`config.mk`:
```
export PLATFORM = sky130hd
export DESIGN_NAME = dram_access_unit
export DESIGN_NICKNAME = d
export VERILOG_FILES = /design/src/rtl/dram_access_unit.sv
export SDC_FILE = /design/constraint.sdc
export NUM_CORES = 1
export LEC_CHECK = 0
export CORE_MARGIN = 2
export CORE_UTILIZATION = 42
export CTS_CLUSTER_SIZE = 20
export DETAILED_ROUTE_END_ITERATION = 10
export PLACE_DENSITY = 0.94
export SETUP_SLACK_MARGIN = 0.3
export SYNTH_ARGS = -nofsm -noshare
export SYNTH_HDL_FRONTEND = slang
export SYNTH_SLANG_ARGS = --single-unit
```
`constraint.sdc`:
```
create_clock -name clk -period 2.9 [get_ports clk]
set_input_delay 0.58 -clock clk [delete_from_list [all_inputs] [get_ports clk]]
set_output_delay 0.58 -clock clk [all_outputs]
set_load 0.02 [all_outputs]
```
`src/rtl/dram_access_unit.sv`:
```
// Memory-stage data-RAM access unit: word RAM without byte enables, sub-word stores via read-modify-write.
// Latency: load 2, sub-word store 2, word store 1, misaligned 1 cycle to ack; stall = req & ~ack holds the pipeline.
module dram_access_unit #(
    parameter int ADDR_WIDTH = 14
) (
    input  logic                  clk,
    input  logic                  rst_n,
    input  logic                  req,
    input  logic                  we,
    input  logic [1:0]            ex_type,
    input  logic                  uns,
    input  logic [31:0]           addr,
    input  logic [31:0]           wdata,
    output logic [ADDR_WIDTH-1:0] mem_addr,
    output logic                  mem_we,
    output logic [31:0]           mem_wdata,
    input  logic [31:0]           mem_rdata,
    output logic [31:0]           rdata,
    output logic                  ack,
    output logic                  err,
    output logic                  stall
);

    typedef enum logic [1:0] {IDLE, LD_CAP, ST_MERGE, RESP} state_t;

    state_t      r_state;
    state_t      w_next;
    logic [31:0] r_rdata;
    logic        r_err;

    logic        w_is_byte;
    logic        w_is_half;
    logic        w_is_word;
    logic        w_misaligned;
    logic [31:0] w_byte_sh;
    logic [31:0] w_half_sh;
    logic [31:0] w_load_ext;
    logic [31:0] w_merge;
    logic        w_unused;

    // ex_type 11 falls into the byte path because only bit0 is tested
    assign w_is_byte    = ex_type[0];
    assign w_is_half    = (ex_type == 2'b10);
    assign w_is_word    = (ex_type == 2'b00);
    assign w_misaligned = (w_is_half & addr[0]) | (w_is_word & (addr[1:0] != 2'b00));

    assign mem_addr = addr[ADDR_WIDTH+1:2];
    assign w_unused = &{1'b0, addr[31:ADDR_WIDTH+2]};

    assign w_byte_sh = mem_rdata >> {addr[1:0], 3'b000};
    assign w_half_sh = mem_rdata >> {addr[1], 4'b0000};

    always_comb begin
        w_load_ext = mem_rdata;
        if (w_is_byte) begin
            w_load_ext = {{24{~uns & w_byte_sh[7]}}, w_byte_sh[7:0]};
        end else if (w_is_half) begin
            w_load_ext = {{16{~uns & w_half_sh[15]}}, w_half_sh[15:0]};
        end
    end

    always_comb begin
        w_merge = mem_rdata;
        if (w_is_byte) begin
            w_merge[{addr[1:0], 3'b000} +: 8] = wdata[7:0];
        end else if (w_is_half) begin
            w_merge[{addr[1], 4'b0000} +: 16] = wdata[15:0];
        end
    end

    always_comb begin
        w_next    = r_state;
        mem_we    = 1'b0;
        mem_wdata = wdata;
        case (r_state)
            IDLE: begin
                if (req) begin
                    if (w_misaligned) begin
                        w_next = RESP;
                    end else if (!we) begin
                        w_next = LD_CAP;
                    end else if (w_is_word) begin
                        mem_we = 1'b1;
                        w_next = RESP;
                    end else begin
                        w_next = ST_MERGE;
                    end
                end
            end
            LD_CAP:   w_next = RESP;
            ST_MERGE: begin
                mem_we    = 1'b1;
                mem_wdata = w_merge;
                w_next    = RESP;
            end
            RESP:     w_next = IDLE;
            default:  w_next = IDLE;
        endcase
        // A write must never escape while reset is held, even mid read-modify-write
        if (!rst_n) begin
            mem_we = 1'b0;
        end
    end

    always_ff @(posedge clk or negedge rst_n) begin
        if (!rst_n) begin
            r_state <= IDLE;
            r_rdata <= 32'd0;
            r_err   <= 1'b0;
        end else begin
            r_state <= w_next;
            if (r_state == IDLE && req) begin
                r_err   <= w_misaligned;
                r_rdata <= 32'd0;
            end else if (r_state == LD_CAP) begin
                r_rdata <= w_load_ext;
            end
        end
    end

    assign ack   = (r_state == RESP);
    assign rdata = r_rdata;
    assign err   = r_err;
    assign stall = req & ~ack;

endmodule

```
==> reports/results.txt <==
RSZ-0062 raised after global routing = false
Async SR Flop Fraction = 100%
CP startpoint kind = input pin
Syn Inst Count = 448
Final HPWL DP = 11000 microns
number of port buffers = 140
net switching power = 0.00182 W
worst vdd ir = 387 uV
vias in the first global route = 4364
clk_lat worst skew = 0.29 ns
clock tree root buffer cell = clkbuf_8
pin count of the biggest net entering global routing = 42
clk sinks = 35
WL final = 15100 microns
critical setup path kind = in -> out
core area = 0.00868 sq mm
via count = 4585
Max Cap Viol = 0
status = finished, final reports clean
multi-input combinational cell area = 0.00269 sq mm
combinational share of power = 70.2%
Max Clk Rate = 395 MHz
ys flop type = dfrtp_1
CP arrival = 1.95 ns
ANT cells = 0
die width = 98.4 microns
Critical Path End Type = output pin
die area = 0.00969 sq mm
area delta synth->final = 51.1%
Slew HR = 60.7%
Starting Density = 43.2%
HP Class = reg -> reg
Seq/Total Area, Yosys = 23.4%
nets@finish = 705
GP Congestion = 1.00
Overflow after GRT = 0
Critical Path RT = 2.32 ns
Worst Skew = 0.00761 ns
DRC viols = 0
Seq pwr share = 20.8%
Synth warnings = 0
Tightest Pin Transition = 0.589 ns
power per cell area = 682 mW/mm^2
CTS clk-pin slew, worst paths = 0.07 ns
Sequential cell area = 876 sq um
Post-Syn Area = 0.00374 sq mm
CTS tree = built
Synth cell types = 48
Yosys reg bits = 35
Starting DRT DRC Count = 548
Tmin final = 2.53 ns
row count = 34
remaining antenna violation count = 0
Mapped Avg Cell Area = 8.36 sq um
wire per inst = 21.5 microns
die height = 98.4 microns
GRT Overall Usage = 29.5%
EDFF count, synth = 0
total CTS buffers = 5
syn nets = 560
P_int = 0.00204 W
Static Leak = 2.49 nW
CTS hold repair buffers = 0
final hold viol count = 0
fill cell count = 695
Final Cycle Share = 87.4%
post-route core utilization = 65.2%
share of layout cells above drive strength 1 = 29.1%
Vias per Instance = 6.53
CP Max Fanout = 5
CTS H-Tree Depth = 2
clock network fraction of total power = 8.9%
Pins Over Slew Limit = 0
total power = 0.00386 W
Final Setup Violations = 0
first-pass GRT wire length = 23200 microns
initial antenna violation count = 0
sw frac = 47.2%
CTS Buffer Depth = 2
drt pass-1 iters = 5
io pins = 185
## metal layers
metal / GRT usage (%) / share of wire (%) / vias up / routed length, microns
li1: - / - / 1980 / -
met4: 12.9 / 5.9 / 0 / 897
met2: 45.7 / 44 / 391 / 6690
met3: 5.53 / 11 / 84 / 1720
met5: 0 / 0 / - / 0
met1: 40.3 / 38 / 2130 / 5800
## Yosys cell counts (2+ instances only)
master     n  area [sq um]
and2_1     2          12.5
and3b_1    8          70.1
a21oi_1    2          10.0
inv_1     24          90.1
buf_1      4          15.0
o22ai_1   22           138
dfrtp_1   35           876
clkbuf_1  23          86.3
a311oi_1  16           140
nand2_1   42           158
a21boi_0  13          97.6
nor2_1    17          63.8
nor2b_1   17           106
nand4b_1   2          17.5
and3_1    32           200
nand2b_1  14          87.6
a22o_1     8          70.1
ha_1       9           113
mux2_2    15           169
buf_2      8          40.0
buf_4     18           135
buf_6      5          56.3
a31oi_1    8          50.1
a211oi_1  16           120
o21ai_0    4          20.0
o221ai_1   9          78.8
a21boi_1   2          15.0
o31ai_1   31           233
a32oi_1    8          70.1
o41ai_2   12           195
o41ai_1    4          35.0
nor3b_2    2          25.0
## power groups by stage
| stage | logic (W) | registers, W | clock network, W |
|---|---|---|---|
| after floorplan | 0.00141 | 0.000989 | 0 |
| after global placement | 0.00266 | 0.000803 | 0 |
| after detailed placement | 0.00274 | 0.000807 | 0 |
| after CTS | 0.00264 | 0.000800 | 0.000344 |
| after global routing | 0.00286 | 0.000820 | 0.000370 |
| final | 0.00271 | 0.000803 | 0.000345 |
## cell families (layout without fill, tap and decap cells)
family | after synthesis | count (layout) | share of synthesized area, %
multiplexers | 16 | 16 | 4.91
AND/OR/NAND/NOR | 142 | 142 | 20.9
adder cells (fa/ha/maj) | 9 | 9 | 3.01
flip-flops | 35 | 35 | 23.4
AO/OA/AOI/OAI | 162 | 162 | 36.3
buffers and inverters | 84 | 230 | 11.5
## registers in the layout (all words and copies together), names as in the netlist
| name | cells |
|---|---|
| err | 1 |
| rdata | 32 |
| r_state | 2 |
## placed cells by master (no fill, tap or decap), types with 5 or more instances in the layout
cell | synthesis | routed
o221ai_2 | 0 | 5
and3b_1 | 8 | 8
ha_1 | 9 | 6
nor2b_1 | 17 | 17
mux2_2 | 15 | 15
a21boi_0 | 13 | 13
and3_1 | 32 | 31
o41ai_2 | 12 | 12
a211oi_1 | 16 | 16
o22ai_2 | 0 | 8
buf_6 | 5 | 8
clkbuf_8 | 0 | 5
a22o_1 | 8 | 8
a311oi_2 | 0 | 10
o22ai_1 | 22 | 14
dfrtp_1 | 35 | 35
o31ai_1 | 31 | 31
buf_4 | 18 | 54
inv_1 | 24 | 22
nand2b_1 | 14 | 14
nor2_1 | 17 | 17
clkdlybuf4s50_1 | 0 | 102
nand2_1 | 42 | 42
buf_2 | 8 | 25
a31oi_1 | 8 | 8
## worst max-delay path, cell delays in order
cell,delay (ns)
buf_6,0.10
buf_4,0.14
ha_1,0.19
nor2b_1,0.14
buf_4,0.15
a311oi_4,0.33
o22ai_2,0.13
buf_4,0.18
## final timing paths
path | depth (start not counted) | endpoint | from | slack, ns
setup / recovery | 8 | mem_wdata[21] | addr[1] | 0.37
hold / removal | 2 | rdata[11] | rdata[11] | 0.48
setup reg to reg | 5 | rdata[18] | r_state[0] | 0.93
hold reg to reg | 2 | rdata[11] | rdata[11] | 0.48
max in group asynchronous | 2 | rdata[10] | rst_n | 1.69
min in group asynchronous | 2 | rdata[21] | rst_n | 0.88
## cell type report
class | instances | share of cell area (%)
Multi-Input combinational cell | 329 | 47.5
Tap cell | 108 | 2.39
Inverter | 25 | 1.75
Sequential cell | 35 | 15.5
Timing Repair Buffer | 197 | 31.4
Clock buffer | 7 | 1.35
Clock inverter | 1 | 0.0885
## per-stage QoR
| stage | hold WS (ns) | TNS [ns] | instance area [sq um] | worst slack (ns) | cells |
|---|---|---|---|---|---|
| global placement | 0.465 | -12.23 | 5480 | -0.445 | 691 |
| CTS | 0.480 | 0 | 5580 | 0.339 | 702 |
| detailed placement | 0.466 | -13.20 | 5480 | -0.551 | 691 |
| floorplan | 0.284 | 0 | 3860 | 0.314 | 448 |
| finish | 0.476 | 0 | 5660 | 0.367 | 702 |
| global route | 0.506 | 0 | 5660 | 0.298 | 702 |
## timing repair
action | 4_1_cts | 5_1_grt
cloned | 1 | 0
resized for setup | 178 | 17
setup endpoints to repair | 33 | 15
buffers inserted | 2 | 0
pin swaps | 10 | 6
(Power assumes the default switching activity.)
